**src/rtl/logic_cluster_k_if.sv**
```systemverilog
// logic_cluster_k_if: cluster config/data bus; optional ce under LOGIC_CLUSTER_CE_EN
interface logic_cluster_k_if #(
  parameter int NUM_BLE    = 4,
  parameter int NUM_INPUTS = 10
);
  logic                  prog_en;
  logic                  prog_in;
  logic [NUM_INPUTS-1:0] in;
`ifdef LOGIC_CLUSTER_CE_EN
  logic                  ce;
`endif
  logic [NUM_BLE-1:0]    out;
  logic                  prog_out;
  logic                  cfg_valid;
  logic                  cfg_err;
`ifdef LOGIC_CLUSTER_CE_EN
  modport master (output prog_en, prog_in, in, ce, input out, prog_out, cfg_valid, cfg_err);
  modport slave  (input prog_en, prog_in, in, ce, output out, prog_out, cfg_valid, cfg_err);
`else
  modport master (output prog_en, prog_in, in, input out, prog_out, cfg_valid, cfg_err);
  modport slave  (input prog_en, prog_in, in, output out, prog_out, cfg_valid, cfg_err);
`endif
endinterface

```
**src/rtl/logic_cluster_k.sv**
```systemverilog
// logic_cluster_k: serially configured K-LUT cluster; BLE flop enable via LOGIC_CLUSTER_CE_EN
module logic_cluster_k #(
  parameter int NUM_BLE    = 4,
  parameter int NUM_INPUTS = 10,
  parameter int LUT_K      = 4
) (
  input logic             clk,
  input logic             rst_n,
  logic_cluster_k_if.slave bus
);
  localparam int SRC      = NUM_INPUTS + NUM_BLE;
  localparam int SEL_W    = $clog2(SRC);
  localparam int SRC_P    = 1 << SEL_W;
  localparam int TT_BITS  = 1 << LUT_K;
  localparam int BLE_BITS = TT_BITS + 1 + LUT_K * SEL_W;
  localparam int CFG_BITS = NUM_BLE * BLE_BITS;
  localparam int CNT_W    = $clog2(CFG_BITS + 2);
  typedef enum logic [1:0] {UNCFG, LOAD, RUN, ERR} state_t;
  state_t state, state_nx;
  logic [CFG_BITS-1:0] cfg;
  logic [CNT_W-1:0]    bit_cnt;
  logic [NUM_BLE-1:0]  ff, lut, out_v;
  logic [SRC_P-1:0]    src;
  logic                run;
  assign run = state == RUN;
  // configuration chain shifts regardless of state/ce and survives reset for readback
  always_ff @(posedge clk)
    if (bus.prog_en) cfg <= {bus.prog_in, cfg[CFG_BITS-1:1]};
  assign bus.prog_out = cfg[0];
  // next state: any shift means loading; a finished load is judged by its length
  always_comb begin
    state_nx = state;
    if (bus.prog_en) state_nx = LOAD;
    else if (state == LOAD) state_nx = (bit_cnt == CNT_W'(CFG_BITS)) ? RUN : ERR;
  end
  // state, saturating load length counter and registered status decodes
  always_ff @(posedge clk or negedge rst_n)
    if (!rst_n) begin
      state     <= UNCFG;
      bit_cnt   <= '0;
      bus.cfg_valid <= 1'b0;
      bus.cfg_err   <= 1'b0;
    end else begin
      state         <= state_nx;
      bus.cfg_valid <= state_nx == RUN;
      bus.cfg_err   <= state_nx == ERR;
      if (bus.prog_en)
        bit_cnt <= (state != LOAD) ? CNT_W'(1) :
                   (bit_cnt == CNT_W'(CFG_BITS + 1)) ? bit_cnt : bit_cnt + 1'b1;
    end
  // mux sources: inputs, then flop feedback, unused codes read as 0
  always_comb begin
    src = '0;
    src[SRC-1:0] = {ff, bus.in};
  end
  for (genvar i = 0; i < NUM_BLE; i++) begin : g_ble
    logic [BLE_BITS-1:0] b;
    logic [TT_BITS-1:0]  tt;
    logic [LUT_K-1:0]    li;
    assign b  = cfg[i*BLE_BITS +: BLE_BITS];
    assign tt = b[TT_BITS-1:0];
    for (genvar j = 0; j < LUT_K; j++) begin : g_in
      assign li[j] = src[b[TT_BITS+1+j*SEL_W +: SEL_W]];
    end
    assign lut[i]   = tt[li];
    assign out_v[i] = run && (b[TT_BITS] ? ff[i] : lut[i]);
  end
  assign bus.out = out_v;
  // BLE flops run only in RUN; held at 0 elsewhere so each RUN starts clean
  always_ff @(posedge clk or negedge rst_n)
    if (!rst_n) ff <= '0;
    else if (!run) ff <= '0;
`ifdef LOGIC_CLUSTER_CE_EN
    else if (bus.ce) ff <= lut;
`else
    else ff <= lut;
`endif
endmodule

```
**src/flat_wrapper.sv**
```systemverilog
// flat-port wrapper written by rule: the top's interface ports become plain ports
module logic_cluster_k_flat 
#(
  parameter int NUM_BLE    = 4,
  parameter int NUM_INPUTS = 10,
  parameter int LUT_K      = 4
)
  (clk, rst_n, bus_prog_en, bus_prog_in, bus_in, bus_out, bus_prog_out, bus_cfg_valid, bus_cfg_err);
  logic_cluster_k_if #(.NUM_BLE(NUM_BLE), .NUM_INPUTS(NUM_INPUTS)) bus_i ();
  input logic clk;
  input logic rst_n;
  input wire logic [$bits(bus_i.prog_en)-1:0] bus_prog_en;
  input wire logic [$bits(bus_i.prog_in)-1:0] bus_prog_in;
  input wire logic [$bits(bus_i.in)-1:0] bus_in;
  output wire logic [$bits(bus_i.out)-1:0] bus_out;
  output wire logic [$bits(bus_i.prog_out)-1:0] bus_prog_out;
  output wire logic [$bits(bus_i.cfg_valid)-1:0] bus_cfg_valid;
  output wire logic [$bits(bus_i.cfg_err)-1:0] bus_cfg_err;
  assign bus_i.prog_en = bus_prog_en;
  assign bus_i.prog_in = bus_prog_in;
  assign bus_i.in = bus_in;
  assign bus_out = bus_i.out;
  assign bus_prog_out = bus_i.prog_out;
  assign bus_cfg_valid = bus_i.cfg_valid;
  assign bus_cfg_err = bus_i.cfg_err;
  logic_cluster_k #(.NUM_BLE(NUM_BLE), .NUM_INPUTS(NUM_INPUTS), .LUT_K(LUT_K)) u_core (.clk(clk), .rst_n(rst_n), .bus(bus_i));
endmodule
```
**config.mk**
```make
export PLATFORM = sky130hd
export DESIGN_NAME = logic_cluster_k_flat
export DESIGN_NICKNAME = d
export VERILOG_FILES = /design/src/rtl/logic_cluster_k_if.sv /design/src/rtl/logic_cluster_k.sv /design/src/flat_wrapper.sv
export SDC_FILE = /design/constraint.sdc
export NUM_CORES = 1
export LEC_CHECK = 0
export BUFFER_PORTS_ARGS = -buffer_cell sky130_fd_sc_hd__clkbuf_2
export CAP_MARGIN = 20
export CORE_ASPECT_RATIO = 0.9
export CORE_UTILIZATION = 55
export DETAILED_ROUTE_END_ITERATION = 7
export GPL_TIMING_DRIVEN = 0
export PLACE_DENSITY = 0.75
export SETUP_SLACK_MARGIN = 0.1
export SLEW_MARGIN = 25
export SYNTH_ARGS = -nofsm -noshare
export SYNTH_HDL_FRONTEND = slang
export SYNTH_SLANG_ARGS = --single-unit
export TNS_END_PERCENT = 100
```
**constraint.sdc**
```tcl
create_clock -name clk -period 3 [get_ports clk]
set_input_delay 0.3 -clock clk [delete_from_list [all_inputs] [get_ports clk]]
set_output_delay 0.3 -clock clk [all_outputs]
set_load 0.01 [all_outputs]
```
### Yosys cells after proc, flatten, opt, wreduce, memory -nomap -nowiden

Index checks and enable logic that the tools add are counted.

| cells by class | value |
|---|---|
| add/subtract/negate cells | 1 |
| order comparisons | 20 |
| eq/ne operators | 8 |
| multiplexer cells | 50 |
| reductions and logical operators | 5 |

Operators with widths:

| kind | count |
|---|---|
| $lt A4 B5 Y1 const B | 20 |
| $bmux W1 S4 | 20 |
| $mux W1 | 25 |
| $eq A8 B8 Y1 const B | 2 |
| $mux W8 | 2 |
| $add A8 B1 Y8 const B | 1 |
| $eq A2 B2 Y1 const B | 3 |
| $logic_and A1 B1 Y1 | 4 |
| $mux W2 | 2 |
| $mux W4 | 1 |
| $ne A2 B1 Y1 const B | 2 |
| $eq A2 B1 Y1 const B | 1 |
| $reduce_and A2 Y1 | 1 |

| storage, ports and cells | value |
|---|---|
| register bits after elaboration | 148 |
| bits of input ports | 14 |
| output and inout port bits | 7 |

### Depth between registers and ports, before layout

Gate-level depths: netlist of run 1.

| depth | value |
|---|---|
| depth in word-level cells | 6 |
| depth in mapped cells | 8 |

### Worst setup path after synthesis of run 1

OpenSTA, ideal clock, no wires.

| path | value |
|---|---|
| path type | reg-to-output |
| start point | register u_core.cfg[21] |
| end point | output bus_out[0] |
| data arrival time | 2.323 ns |
| required time | 2.700 ns |
| slack | 0.377 ns |
| stages on the path, launching flop included | 8 |
| buffers on the path | 0 |
| cell sequence | edfxtp_1 > mux4_2 > a22oi_2 > a21oi_4 > mux2_4 > o221a_1 > a311oi_2 > o31ai_1 |

| between the ends | value |
|---|---|
| longest elaborated chain between the ends | 6 |

RTL lines:

| item | RTL line | text |
|---|---|---|
| start: declaration | logic_cluster_k.sv:20 | `logic [CFG_BITS-1:0] cfg;` |
| start signal: assignment | logic_cluster_k.sv:28 | `if (bus.prog_en) cfg <= {bus.prog_in, cfg[CFG_BITS-1:1]};` |
| $bmux W1 S4 | logic_cluster_k.sv:63 | `assign li[j] = src[b[TT_BITS+1+j*SEL_W +: SEL_W]];` |
| $mux W1 (implied by the code) | logic_cluster_k.sv:63 |  |
| $bmux W1 S4 | logic_cluster_k.sv:65 | `assign lut[i] = tt[li];` |
| $mux W1 (implied by the code) | logic_cluster_k.sv:65 |  |
| $mux W1 | logic_cluster_k.sv:66 | `assign out_v[i] = run && (b[TT_BITS] ? ff[i] : lut[i]);` |
| $logic_and A1 B1 Y1 | logic_cluster_k.sv:66 |  |
| end: declaration | flat_wrapper.sv:15 | `output wire logic [$bits(bus_i.out)-1:0] bus_out;` |

Every way passes these cells. The select of a mux whose other input is x is not followed.

### Final worst setup path of run 1

| path | value |
|---|---|
| start point | register u_core.ff[3] |
| end point | output bus_out[1] |

| between the ends | value |
|---|---|
| longest elaborated chain between the ends | 6 |
| elaborated cells on any way between the ends | 12 |

RTL lines:

| item | RTL line | text |
|---|---|---|
| start: declaration | logic_cluster_k.sv:22 | `logic [NUM_BLE-1:0] ff, lut, out_v;` |
| start signal: assignment | logic_cluster_k.sv:76 | `else ff <= lut;` |
| $bmux W1 S4 | logic_cluster_k.sv:63 |  |
| $mux W1 (implied by the code) | logic_cluster_k.sv:63 |  |
| $bmux W1 S4 * | logic_cluster_k.sv:65 |  |
| $mux W1 (implied by the code) * | logic_cluster_k.sv:65 |  |
| $mux W1 * | logic_cluster_k.sv:66 |  |
| $logic_and A1 B1 Y1 * | logic_cluster_k.sv:66 |  |

Every way passes the cells marked *; elsewhere a longest branch is shown, timed or not. The select of a mux whose other input is x is not followed.

==> results of run 1 <==
worst min-delay path by stage:
stage	startpoint	to	slack (ps)	cells after the start
floorplan	rst_n	u_core.bit_cnt[0]$_DFFE_PN0P_	4	0
global placement	rst_n	u_core.bit_cnt[6]$_DFFE_PN0P_	280	1
detailed placement	rst_n	u_core.bit_cnt[6]$_DFFE_PN0P_	290	1
CTS	bus_prog_in	u_core.cfg[131]$_DFFE_PP_	20	1
global route	bus_prog_in	u_core.cfg[131]$_DFFE_PP_	30	1
finish	bus_prog_in	u_core.cfg[131]$_DFFE_PP_	40	1
sequential cells by signal, indices dropped and copies added (netlist names):
register and count:
u_core.bus.cfg_valid 1, u_core.state 2, u_core.bus.cfg_err 1, u_core.cfg 132, u_core.ff 4, u_core.bit_cnt 8
where the power goes:
part / switching, mW / total, mW / internal, mW
Sequential: 0.120 / 2.50 / 2.38
Combinational: 0.300 / 0.625 / 0.325
Clock: 0.822 / 2.19 / 1.37
Total: 1.24 / 5.32 / 4.08
critical path, cell delays in order (launching register included):
cell,delay [ps]
dfrtp_2,490
clkbuf_4,240
mux4_2,480
o22ai_1,180
a21o_1,190
nor3_1,80
a32oi_1,220
o311ai_1,150
o31ai_1,290
clkbuf_2,190
layout make-up:
type	count	share of cell area
clock buffer	19	0.04829
inverter	23	0.009630
tap	168	0.02345
buffer	14	0.009351
timing repair buffer	62	0.05164
sequential	148	0.4874
multi-input combinational	310	0.3520
clock inverter	13	0.01828
cell families (layout without fill, tap and decap cells):
logic type | Yosys count | in the layout | synth area share
compound gates | 92 | 92 | 0.09590
fa+ha+maj | 3 | 3 | 0.004961
flops | 148 | 148 | 0.5767
xor+xnor | 4 | 4 | 0.004630
simple gates | 102 | 102 | 0.07325
buf+inv | 37 | 131 | 0.01918
mux | 109 | 109 | 0.2254
layout by cell type (no fill, tap or decap), types with 3 or more instances in the layout:
| master | n |
|---|---|
| edfxtp_1 | 132 |
| mux4_2 | 45 |
| mux2i_1 | 43 |
| buf_4 | 39 |
| inv_1 | 22 |
| nor2_1 | 20 |
| clkbuf_16 | 17 |
| clkbuf_2 | 17 |
| nor2b_1 | 15 |
| nand2_1 | 15 |
| mux2_2 | 14 |
| nand2b_1 | 12 |
| o21ai_0 | 12 |
| dfrtp_1 | 12 |
| clkbuf_1 | 10 |
| or2_2 | 9 |
| o211ai_1 | 8 |
| nand3_1 | 7 |
| a22oi_2 | 7 |
| a211oi_1 | 6 |
| a21oi_1 | 6 |
| a22oi_1 | 6 |
| nand3b_1 | 6 |
| nor3_1 | 5 |
| buf_2 | 4 |
| clkinv_1 | 4 |
| bufinv_16 | 4 |
| clkinv_2 | 4 |
| dfrtp_2 | 4 |
| mux2_4 | 3 |
| a211oi_2 | 3 |
| a21o_1 | 3 |
| a2111o_1 | 3 |
| a32oi_1 | 3 |
| o31ai_1 | 3 |
| ha_1 | 3 |
cells in the mapped netlist, types with 3 or more instances:
| cell type | instances |
|---|---|
| and2_1 | 3 |
| a2111oi_0 | 4 |
| dfrtp_1 | 16 |
| o211ai_1 | 8 |
| inv_1 | 22 |
| a21o_1 | 3 |
| mux2i_1 | 44 |
| mux4_2 | 43 |
| nand2_1 | 15 |
| o31ai_1 | 4 |
| nand3b_1 | 6 |
| nor2b_1 | 15 |
| a211oi_1 | 9 |
| nand2b_1 | 13 |
| ha_1 | 3 |
| or2_2 | 9 |
| a2111o_1 | 3 |
| a32oi_1 | 3 |
| mux2_2 | 15 |
| o22ai_1 | 5 |
| clkbuf_1 | 11 |
| a22oi_1 | 11 |
| o21ai_0 | 12 |
| nor2_1 | 20 |
| nand3_1 | 7 |
| a21oi_1 | 6 |
| nor3_1 | 5 |
| edfxtp_1 | 132 |
timing repair:
| action | CTS | global route |
|---|---|---|
| endpoints found under the hold margin | 16 | 0 |
| buffers inserted | 36 | 7 |
| endpoints found under the setup margin | 4 | 5 |
| hold buffers | 1 | 0 |
| pin swaps | 15 | 8 |
| gates resized for setup | 31 | 10 |
layer usage:
layer  routed length, µm  part of all wire  up-vias  track usage
met5                   0                 0        -            0
met4                 236             0.014        0      0.07886
met3                1409             0.085       28      0.07329
met2                7839              0.47      230       0.3807
met1                7160              0.43     2494       0.3404
li1                    -                 -     2182            -
==> impl_results.md, run 1 <==
- Status: complete, but fails checks
- Failing checks: design-rule violations, negative setup slack
- Total Neg Setup Slack: -739.7 ps
- Area post-placement: 7914 µm²
- Height of the chip: about 110 µm
- CP Launch Point: u_core.ff[3]$_DFF_PN0_
- Fill count: 897
- Port buffer count: 20
- Peak supply drop: 455.6 µV
- Post-synthesis sequential area ratio: 0.5767
- Initial antenna violation count: 0
- Data arrival, critical path: just under 3000 ps
- Worst r2r src: u_core.cfg[85]$_DFFE_PP_
- Clk Latency, worst-skew pair: ~430 ps
- Pre-antenna DRT Iters: 7
- Final Power: 5.321 mW
- Post-route ant nets: 0
- Crit path kind: reg -> out
- Fin nets: between 500 and 600
- Required @ worst endpoint: 2700 ps
- Register area: between 4000 and 5000 µm²
- Final core occ: 0.6709
- Total CTS buffers: 17
- Post-DR vias/cell: 6.518
- Share of post-route cells with drive strength above 1: 0.3294
- Post-synth top area share: 0.5238
- CP Max Fanout: 10
- H-tree depth: 4
- Placed cell count: 684
- Vias in the first global route: 4836
- Multi-input gate area: 3156 µm²
- P&R area growth vs syn: 18.47%
- RePlAce Congestion: 0.8029
- 1st-iter DRT viols: just over 600
- HP Class: in -> reg
- Cell Area, Synth: 7567 µm²
- Ports: 21
- Die width: between 100 and 150 µm
- Placement Rows: 40
- Core Footprint: 13360 µm²
- DR WL/cell: roughly 22 µm
- WHS: 40.05 ps
- CTS clock-pin slew for the worst setup and hold paths: 60 ps
- CTS tree: yes
- Skew final: about 5.1 ps
- Syn Area/Cell: 15.29 µm²
- Ratio of final minimum period to clock period: 1.085
- Synthesized flop and latch total: roughly 150
- Synth Instances: 495
- Most used DFF post-synth: edfxtp_1
- Worst-margin pin slew: slightly below 600 ps
- Reg2Reg Capture Point: u_core.ff[2]$_DFF_PN0_
- Post-synth cell types: 60
- Cell taking the most area after synthesis: edfxtp_1
- Setup ws final: -256.0 ps
- Worst setup EP type: output pin
- Total routed wirelength: 16650 µm
- Ys Warns: 0
- RSZ-0062 raised after global routing: yes
- Max-Cap Viols: 0
- Synth top area cells: edfxtp_1 52%, mux4_2 13%, mux2i_1 5.8%
- Die Area: 14230 µm²
- TritonCTS Sinks: 148
- Final hold violation count: 0
- Pre-CTS setup slack: -69.88 ps
- Largest net degree at the start of global routing: 76
- DRC viols: 2
- Pwr dens: just under 600 nW/µm²
- Post-Layout Inst Area: 8965 µm²
- P_leak: about 3.3 nW
- Final Critical Period: 3256 ps
- Critical path launch point type: register
- Synth async-reset ratio: 0.1081
- Initial core utilization: 0.5663
- Gr usage total: 0.2472
- Worst slew margin: 0.6010
- Endpoints failing setup: 4
- Reg-to-reg slack, setup: 220 ps
- Fmax: 0.3071 GHz
- Post-synth EDFFs: 132
- HPWL after detailed placement: 10030 µm
- Final Max Tran Viols: 0
- Clk buf depth: 2
- Syn nets: 512
- R2R cell count: 13
- CTS root buf: clkbuf_16
- Routed via count: 4934
- Global-route wire length before repair: roughly 26000 µm
- Finished Layout Cells: 757
- Grt ovf: 0
- Diodes inserted: 0
- Critical Path End: bus_out[1]
Note: power is estimated with default switching activity, not from simulation.
==> run 2: changes to the inputs <==
Settings changed: CORE_UTILIZATION 55 to 60, PLACE_DENSITY 0.75 to 0.8.
==> run 2 against run 1 <==
The flow finishes with violations (negative setup slack). Cell count down 0.66%. Clock power is essentially flat. Non-clock buffer count is 3 higher. Hold slack better by 19 ps. Largest cell class unchanged. Highest routed layer unchanged.
==> impl_results.md, run 2 (same netlist as run 1, synthesis figures left out) <==
- CP Launch Point: u_core.cfg[21]$_DFFE_PP_ (was u_core.ff[3]$_DFF_PN0_)
- Fin nets: 596 (was 593)
- Share of post-route cells with drive strength above 1: 0.3547 (was 0.3294)
- Post-route ant nets: 0 (unchanged)
- Worst-margin pin slew: 576.3 ps (was 595.0 ps)
- Total CTS buffers: 17 (unchanged)
- Die Area: 13070 µm² (was 14230 µm²)
- H-tree depth: 4 (unchanged)
- Peak supply drop: 424.1 µV (was 455.6 µV)
- 1st-iter DRT viols: 510 (was 611)
- Worst setup EP type: output pin (unchanged)
- Endpoints failing setup: 4 (unchanged)
- Slowest CP cell: mux4_2 (was dfrtp_2)
- Diodes inserted: 0 (unchanged)
- Setup ws final: -258.8 ps (was -256.0 ps)
- HP Class: in -> reg (unchanged)
- Fmax: 0.3069 GHz (was 0.3071 GHz)
- Pre-CTS setup slack: -63.68 ps (was -69.88 ps)
- Port buffer count: 20 (unchanged)
- Skew final: 7.453 ps (was 5.060 ps)
- Crit-path leading delay family: compound AO/OA/AOI/OAI gates (unchanged)
- Required @ worst endpoint: 2700 ps (about the same)
- Worst r2r src: u_core.ff[0]$_DFF_PN0_ (was u_core.cfg[85]$_DFFE_PP_)
- Most frequent cells in the layout: 132 x edfxtp_1, 45 x mux4_2, 38 x buf_4, 38 x mux2i_1, 22 x inv_1 (was 132 x edfxtp_1, 45 x mux4_2, 43 x mux2i_1, 39 x buf_4, 22 x inv_1)
- Bufs and invs on worst path: 2 (unchanged)
- Reg-to-reg slack, setup: 470 ps (was 220 ps)
- Ratio of final minimum period to clock period: 1.086 (was 1.085)
- Die width: 120.4 µm (was 125.6 µm)
- CTS clock-pin slew for the worst setup and hold paths: 60 ps (about the same)
- Core Footprint: 12170 µm² (was 13360 µm²)
- Final Critical Period: 3259 ps (was 3256 ps)
- Largest register FFs: 132 (unchanged)
- Gr usage total: 0.2866 (was 0.2472)
- Total routed wirelength: 17300 µm (was 16650 µm)
- Ports: 21 (unchanged)
- Initial core utilization: 0.6217 (was 0.5663)
- P&R area growth vs syn: 19.91% (was 18.47%)
- HPWL after detailed placement: 10090 µm (was 10030 µm)
- CP Depth: 9 (unchanged)
- Routed via count: 5017 (was 4934)
- Top Registers: u_core.cfg x132, u_core.bit_cnt x8, u_core.ff x4 (unchanged)
- CTS tree: yes (unchanged)
- Reg2Reg Capture Point: u_core.ff[3]$_DFF_PN0_ (was u_core.ff[2]$_DFF_PN0_)
- CTS root buf: clkbuf_16 (unchanged)
- Clk buf depth: 2 (unchanged)
- Placement Rows: 38 (was 40)
- Post-DR vias/cell: 6.672 (was 6.518)
- Data arrival, critical path: 2960 ps (about the same)
- Critical Path End: bus_out[0] (was bus_out[1])
- Height of the chip: 108.5 µm (was 113.3 µm)
- Critical path launch point type: register (unchanged)
- Vias in the first global route: 5065 (was 4836)
- Clk Latency, worst-skew pair: 430 ps (about the same)
- Pwr dens: 588.8 nW/µm² (was 593.6 nW/µm²)
- Most common cell after layout, fill and taps aside: edfxtp_1 (unchanged)
- Grt ovf: 0 (unchanged)
- Crit path kind: reg -> out (unchanged)
- Global-route wire length before repair: 27200 µm (was 25990 µm)
- Worst slew margin: 0.6158 (was 0.6010)
- Biggest register: u_core.cfg (unchanged)
- Failing checks: negative setup slack (was design-rule violations, negative setup slack)
- Pre-antenna DRT Iters: 4 (was 7)
- CP cell instances: buf_4, mux4_2, o22ai_2, a21oi_4, mux2_4, o221a_1, a311oi_2, o31ai_1, clkbuf_2 (was clkbuf_4, mux4_2, o22ai_1, a21o_1, nor3_1, a32oi_1, o311ai_1, o31ai_1, clkbuf_2)
- Initial antenna violation count: 0 (unchanged)
- DRC viols: 0 (was 2)
- Final Power: 5.343 mW (was 5.321 mW)
- Final hold violation count: 0 (unchanged)
- CP max stage delay: 510 ps (was 490 ps)
- R2R cell count: 9 (was 13)
- Status: complete, but fails checks (unchanged)
- RSZ-0062 raised after global routing: yes (unchanged)
- Max-Cap Viols: 0 (unchanged)
- TritonCTS Sinks: 148 (unchanged)
- P_leak: 3.327 nW (was 3.299 nW)
- RePlAce Congestion: 0.8217 (was 0.8029)
- Largest net degree at the start of global routing: 77 (was 76)
- DR WL/cell: 23.00 µm (was 21.99 µm)
- CP Max Fanout: 5 (was 10)
- Final Max Tran Viols: 0 (unchanged)
run 2: routing by layer:
layer  up-vias  part of all wire  track usage
met3        54             0.072      0.06329
met2       255              0.48       0.4401
li1       2184                 -            -
met1      2524              0.42       0.3893
met4         0             0.032       0.1473
met5         -                 0            0
run 2: where the power goes:
group	total [mW]	internal (mW)	switching, mW
Sequential	2.51	2.38	0.124
Combinational	0.642	0.327	0.315
Clock	2.19	1.37	0.823
run 2: what timing repair did:
item | CTS | global route
hold buffers | 1 | 0
setup endpoints to repair | 4 | 4
resized for setup | 47 | 16
gates cloned | 1 | 0
endpoints found under the hold margin | 16 | 0
buffers inserted | 35 | 7
pin swaps | 20 | 12
run 2: layout make-up:
type	instances	area (µm²)
multi-input combinational	310	3236
clock buffer	19	432.9
tap	160	200.2
buffer	14	82.58
inverter	23	86.33
fill	741	3098
sequential	148	4369
timing repair buffer	65	503.0
clock inverter	13	163.9
run 2: worst min-delay path by stage:
stage / slack (ps) / cells past startpoint / endpoint / startpoint
finish: 60 / 1 / u_core.cfg[131]$_DFFE_PP_ / bus_prog_in
global route: 50 / 1 / u_core.cfg[131]$_DFFE_PP_ / bus_prog_in
CTS: 50 / 1 / u_core.cfg[131]$_DFFE_PP_ / bus_prog_in
detailed placement: 300 / 1 / u_core.bit_cnt[5]$_DFFE_PN0P_ / rst_n
global placement: 290 / 1 / u_core.bit_cnt[3]$_DFFE_PN0P_ / rst_n
floorplan: 4 / 0 / u_core.bit_cnt[0]$_DFFE_PN0P_ / rst_n
run 2: worst register-to-register path, stage by stage, from the launching register on:
cell and delay, ps:
dfrtp_2 430, buf_4 180, mux2i_1 80, o211ai_1 310
a21boi_2 170, or2_2 360, a2111o_1 440, a32oi_2 240
buf_4 160, nor3_1 40
run 2: per-stage QoR:
step	cell area [µm²]	std cells	hold WS, ps	util	setup TNS [ps]
2_1_floorplan	7567	495	4.409	-	0
3_3_place_gp	7868	675	286.1	0.6464	-22980
3_5_place_dp	7904	676	295.5	0.6494	-160.1
4_1_cts	8961	745	47.02	0.7362	-647.5
5_1_grt	9074	752	46.97	0.7455	-1265
6_report	9074	752	58.57	0.7455	-795.7
